--- src/rtl/jts16_sndmix_pkg.sv ---
// Shared types and constants for the JTS16 time-multiplexed stereo mixer.
package jts16_sndmix_pkg;

  typedef enum logic [1:0] {
    IDLE = 2'd0,
    LOAD = 2'd1,
    ACC  = 2'd2,
    SAT  = 2'd3
  } state_t;

  // Gains are unsigned 4.4 fixed point
  localparam int         GAIN_FRAC  = 4;
  localparam logic [7:0] UNITY_GAIN = 8'h10;

  // Accumulator width: product of a W-bit sample and a (GW+1)-bit signed gain,
  // plus headroom for summing ch of them, so the channel walk can never wrap.
  function automatic int acc_width(input int w, input int gw, input int ch);
    return w + gw + $clog2(ch) + 1;
  endfunction

endpackage

--- src/rtl/jts16_sndmix_sat.sv ---
// Removes the gain fraction from one accumulator and clamps it to a W-bit
// signed sample, flagging when the clamp was needed.
module jts16_sndmix_sat
  import jts16_sndmix_pkg::*;
#(
  parameter int W  = 16,
  parameter int AW = 27
) (
  input  logic [AW-1:0] acc_i,
  output logic [W-1:0]  res_o,
  output logic          ovf_o
);

  localparam logic signed [AW-1:0] MAXV = {{(AW-W+1){1'b0}}, {(W-1){1'b1}}};
  localparam logic signed [AW-1:0] MINV = {{(AW-W+1){1'b1}}, {(W-1){1'b0}}};

  logic signed [AW-1:0] shifted;

  // Arithmetic shift (floor) then clamp to the signed W-bit range
  always_comb begin
    shifted = $signed(acc_i) >>> GAIN_FRAC;
    res_o   = shifted[W-1:0];
    ovf_o   = 1'b0;
    if (shifted > MAXV) begin
      res_o = MAXV[W-1:0];
      ovf_o = 1'b1;
    end else if (shifted < MINV) begin
      res_o = MINV[W-1:0];
      ovf_o = 1'b1;
    end
  end

endmodule

--- src/rtl/jts16_sndmix.sv ---
// JTS16 stereo sound mixer: one shared multiply-accumulate path walks CH
// channels per output sample, then saturates and registers the result.
// Optional build macro JTS16_SNDMIX_PEAKHOLD_EN stretches the peak flag with
// a PKW-bit hold counter; without it peak reflects only the last sample.
module jts16_sndmix
  import jts16_sndmix_pkg::*;
#(
  parameter int CH  = 4,
  parameter int W   = 16,
  parameter int GW  = 8,
  parameter int PKW = 10
) (
  input  logic            clk,
  input  logic            rst,
  input  logic            cen,
  input  logic            start,
  input  logic [CH*W-1:0] ch_l,
  input  logic [CH*W-1:0] ch_r,
  input  logic [CH*GW-1:0] gain,
  input  logic            mute,
  output logic [W-1:0]    mixed_l,
  output logic [W-1:0]    mixed_r,
  output logic            sample,
  output logic            busy,
  output logic            peak
);

  localparam int IW = $clog2(CH);
  localparam int AW = acc_width(W, GW, CH);
  localparam int PW = W + GW + 1;
  localparam logic [IW-1:0] LAST_IDX = IW'(CH - 1);

  state_t                state_q, state_d;
  logic [IW-1:0]         idx_q, idx_d;
  logic signed [AW-1:0]  acc_l_q, acc_l_d, acc_r_q, acc_r_d;
  logic [W-1:0]          mixed_l_q, mixed_l_d, mixed_r_q, mixed_r_d;
  logic                  sample_q, sample_d;
  logic                  peak_q, peak_d;

  // Shadow copies of the inputs, frozen for the duration of a mix
  logic [CH*W-1:0]       sh_l_q, sh_r_q;
  logic [CH*GW-1:0]      sh_g_q;
  logic                  capture;

  logic signed [W-1:0]   smp_l, smp_r;
  logic signed [GW:0]    g_s;
  logic signed [PW-1:0]  prod_l, prod_r;

  logic [W-1:0]          sat_l, sat_r;
  logic                  ovf_l, ovf_r;

`ifdef JTS16_SNDMIX_PEAKHOLD_EN
  logic [PKW-1:0]        pk_cnt_q, pk_cnt_d;
`else
  logic                  unused_pkw;
  assign unused_pkw = (PKW > 0);
`endif

  assign capture = cen && start && (state_q == IDLE);

  // Gain is unsigned; a zero sign bit keeps 0xFF from reading as negative
  always_comb begin
    smp_l  = sh_l_q[idx_q*W +: W];
    smp_r  = sh_r_q[idx_q*W +: W];
    g_s    = {1'b0, sh_g_q[idx_q*GW +: GW]};
    prod_l = PW'(smp_l) * PW'(g_s);
    prod_r = PW'(smp_r) * PW'(g_s);
  end

  jts16_sndmix_sat #(.W(W), .AW(AW)) u_sat_l (
    .acc_i (acc_l_q),
    .res_o (sat_l),
    .ovf_o (ovf_l)
  );

  jts16_sndmix_sat #(.W(W), .AW(AW)) u_sat_r (
    .acc_i (acc_r_q),
    .res_o (sat_r),
    .ovf_o (ovf_r)
  );

  // Next-state and datapath updates; nothing moves unless cen is high
  always_comb begin
    state_d   = state_q;
    idx_d     = idx_q;
    acc_l_d   = acc_l_q;
    acc_r_d   = acc_r_q;
    mixed_l_d = mixed_l_q;
    mixed_r_d = mixed_r_q;
    peak_d    = peak_q;
    sample_d  = 1'b0;
`ifdef JTS16_SNDMIX_PEAKHOLD_EN
    pk_cnt_d  = pk_cnt_q;
`endif
    if (cen) begin
      case (state_q)
        IDLE: begin
          if (start) state_d = LOAD;
        end
        LOAD: begin
          acc_l_d = '0;
          acc_r_d = '0;
          idx_d   = '0;
          state_d = ACC;
        end
        ACC: begin
          acc_l_d = acc_l_q + AW'(prod_l);
          acc_r_d = acc_r_q + AW'(prod_r);
          idx_d   = idx_q + 1'b1;
          if (idx_q == LAST_IDX) state_d = SAT;
        end
        SAT: begin
          mixed_l_d = mute ? '0 : sat_l;
          mixed_r_d = mute ? '0 : sat_r;
          sample_d  = 1'b1;
          state_d   = IDLE;
`ifdef JTS16_SNDMIX_PEAKHOLD_EN
          if (ovf_l || ovf_r) begin
            pk_cnt_d = '1;
            peak_d   = 1'b1;
          end else begin
            peak_d = (pk_cnt_q != '0);
            if (pk_cnt_q != '0) pk_cnt_d = pk_cnt_q - 1'b1;
          end
`else
          peak_d = ovf_l || ovf_r;
`endif
        end
        default: state_d = IDLE;
      endcase
    end
  end

  // Control, accumulator and output registers
  always_ff @(posedge clk or posedge rst) begin
    if (rst) begin
      state_q   <= IDLE;
      idx_q     <= '0;
      acc_l_q   <= '0;
      acc_r_q   <= '0;
      mixed_l_q <= '0;
      mixed_r_q <= '0;
      sample_q  <= 1'b0;
      peak_q    <= 1'b0;
    end else begin
      state_q   <= state_d;
      idx_q     <= idx_d;
      acc_l_q   <= acc_l_d;
      acc_r_q   <= acc_r_d;
      mixed_l_q <= mixed_l_d;
      mixed_r_q <= mixed_r_d;
      sample_q  <= sample_d;
      peak_q    <= peak_d;
    end
  end

`ifdef JTS16_SNDMIX_PEAKHOLD_EN
  // Peak hold counter
  always_ff @(posedge clk or posedge rst) begin
    if (rst) pk_cnt_q <= '0;
    else     pk_cnt_q <= pk_cnt_d;
  end
`endif

  // Input snapshot taken only when a mix is accepted from IDLE
  always_ff @(posedge clk) begin
    if (capture) begin
      sh_l_q <= ch_l;
      sh_r_q <= ch_r;
      sh_g_q <= gain;
    end
  end

  assign mixed_l = mixed_l_q;
  assign mixed_r = mixed_r_q;
  assign sample  = sample_q;
  assign peak    = peak_q;
  assign busy    = (state_q != IDLE);

endmodule

--- config.mk ---
export PLATFORM = sky130hd
export DESIGN_NAME = jts16_sndmix
export DESIGN_NICKNAME = d
export VERILOG_FILES = /design/src/rtl/jts16_sndmix_pkg.sv /design/src/rtl/jts16_sndmix_sat.sv /design/src/rtl/jts16_sndmix.sv
export SDC_FILE = /design/constraint.sdc
export NUM_CORES = 1
export LEC_CHECK = 0
export BUFFER_PORTS_ARGS = -buffer_cell sky130_fd_sc_hd__buf_2
export CORE_AREA = 5 5 200 202
export CTS_BUF_LIST = sky130_fd_sc_hd__clkbuf_4
export CTS_CLUSTER_DIAMETER = 150
export DETAILED_ROUTE_END_ITERATION = 16
export DIE_AREA = 0 0 205 207
export MAX_ROUTING_LAYER = met4
export PLACE_DENSITY = 0.76
export SYNTH_ARGS = -nofsm -noshare
export SYNTH_HDL_FRONTEND = slang
export SYNTH_SLANG_ARGS = --single-unit
--- constraint.sdc ---
create_clock -name clk -period 15.9 [get_ports clk]
set_clock_uncertainty 0.2 [all_clocks]
set_input_delay 3.18 -clock clk [delete_from_list [all_inputs] [get_ports clk]]
set_output_delay 3.18 -clock clk [all_outputs]
set_load 0.005 [all_outputs]
==> metrics.cfg <==
[routing]
first_pass_iters=5
routedLengthMet1_mm=21.3
ant_nets=0
post_drt_wl_per_cell_um=16.6
routed-wl-met3_mm=3.55
drc=0
drtIter0Drc=863
via_count=14200
viasPerCell=5.18
top_layer=met4
drt_wl_total_mm=45.5
dr_wl_met2_mm=20.0

[synth]
ys_seq_area_frac=0.346
synth-edff-count=160
syn_inst=1967
synth_area_um2=20500
ys_types=55
synthesis.nets=2508
ys_warn_count=0
ys_ff_latch=252
synth-async-reset-ratio=0.365
synth_area_per_cell_um2=10.4
synth_ff_type=edfxtp_1

[timing]
fin_crit_ns=7.37
layout_worst_path_cycle_share=0.464
rsz0062_at_grt=no
timing_hold_violations_final=0
final.setup.tns_ns=0
slew_headroom=0.241
slew_violations=0
setup_viol=0
max_slew.worst_pin.slew_ns=1.14
whs_ns=0.270
max_freq_ghz=0.136
fin_ws_ns=8.53

[clock_tree]
clock_path_buffers=3
postCtsSetupRepairBufs=0
cts_tree=built
clk_latency_ns=0.74
cts_resized=0
cts_root_buffer=clkbuf_4
cts_buffers=61
htree_levels=2
clkTransAtPathRegs_ns=0.07
clock_sinks=252
holdBufCountCts=0

[floorplan]
start_util=0.539
die_h_um=207
die_w_um=205
die-area_um2=42400
fp.coreArea_um2=38100
row_count=72
io_pins=200

[placed_design]
port_buffers=199
place_congestion=0.942
dp_slack_ns=8.52
place_hpwl_mm=36.7

[grt]
grt_pass1_wl_mm=76.1
grt_max_degree=89
grt_pass1_vias=14900
grt_usage=0.225
grt-ovfl-total=0
antenna_found_initial=2

[worst_setup_path]
worstSetupEndpointType=register
worstSetupPathType=register to register
reg2reg_depth=21
cp.required_ns=16.33
startpoint_type=register
worstPathMaxFanout=34
cp.arrival_ns=7.80

[cells_and_area]
nets=2722
drive_above_1_share=0.158
final_common_cell=inv_1
area_growth_pct=11.1
fill_cells=3175
final_cell_mix=376 x inv_1, 257 x nand2_1, 254 x fa_1

[min_path]
holdCritPathClass=register to register
whs_path_depth=2

[status]
status=finished, final reports clean

[run]
max_cap_violations=0

flip-flops by register name, indices dropped and copies added, names as in the netlist, 2 cells and up:
register and count:
acc_r_q 27, idx_q 2, mixed_l 16, state_q 2, acc_l_q 27, mixed_r 16, sh_r_q 64, sh_g_q 32
sh_l_q 64
worst max-delay path, cell delays in order, from the launching register on:
cell,delay (ns)
dfrtp_4,0.74
buf_4,0.52
mux2_2,0.39
o21ai_1,0.57
nor2_1,0.15
fa_1,0.48
fa_1,0.54
inv_1,0.05
fa_1,0.48
inv_1,0.06
fa_1,0.54
inv_1,0.06
fa_1,0.51
inv_1,0.04
ha_1,0.38
o21a_1,0.16
o211ai_1,0.08
a31oi_1,0.37
a22oi_1,0.25
o31ai_1,0.37
mux2i_1,0.23
nand2_1,0.07
through the flow:
stage	cell area, um^2	utilization	std cells
after floorplan	20500	-	1967
after global placement	22100	0.579	2636
after detailed placement	22100	0.579	2636
after CTS	22800	0.599	2744
after global routing	22800	0.599	2746
final	22800	0.599	2746
routing by layer:
metal  global-route usage  vias up
met5                    -        -
met1                0.339     6805
met3               0.0371       61
li1                     -     6805
met2                0.326      545
met4               0.0531        0
final timing paths:
kind                        startpoint     endpoint  slack (ns)
max in group asynchronous          rst     idx_q[1]       12.07
max                           idx_q[1]  acc_r_q[23]        8.53
max reg2reg                   idx_q[1]  acc_r_q[23]        8.53
min in group asynchronous          rst  mixed_l[13]        2.25
min reg2reg                mixed_r[13]  mixed_r[13]        0.27
min                        mixed_r[13]  mixed_r[13]        0.27
kinds of logic after synthesis:
family,synth area share
and+or+nand+nor,0.103
buffers and inverters,0.0811
adders and majority gates,0.322
AOI/OAI and AO/OA,0.0853
DFF,0.346
muxes,0.0439
xor gates and xnor gates,0.0188
cell type report:
cell class	count	area, um^2	area share
multi-input combinational	1276	11800	0.516
sequential	252	7110	0.312
inverter	378	1420	0.0623
timing repair buffer	212	1090	0.0479
tap	518	648	0.0284
clock buffer	82	616	0.0270
clock inverter	26	134	0.00587
antenna	2	5.00	0.000219
synthesized netlist by cell type, types with 6 or more instances:
cell,instances,area [um^2]
xnor2_1,26,228
nand2b_1,8,50.1
a211oi_1,12,90.1
buf_1,6,22.5
edfxtp_1,160,4800
o21ai_0,103,515
and2_1,23,144
o31ai_1,6,45.0
clkbuf_1,45,169
nand3_1,10,50.1
a41oi_1,6,52.6
nand2_1,258,968
fa_1,254,5080
ha_1,122,1530
o21a_1,23,173
nand4_1,6,37.5
inv_1,377,1420
mux2i_1,27,270
a21oi_1,43,215
xor2_1,18,158
o21ai_1,23,115
nor2_1,160,601
nor2b_1,29,181
mux4_2,15,338
a21o_1,18,135
dfrtp_1,92,2300
mux2_2,26,293
buf_2,8,40.0
Power is not shown: default switching activity piles up to over one toggle a cycle in this logic, so the estimate is an artifact.
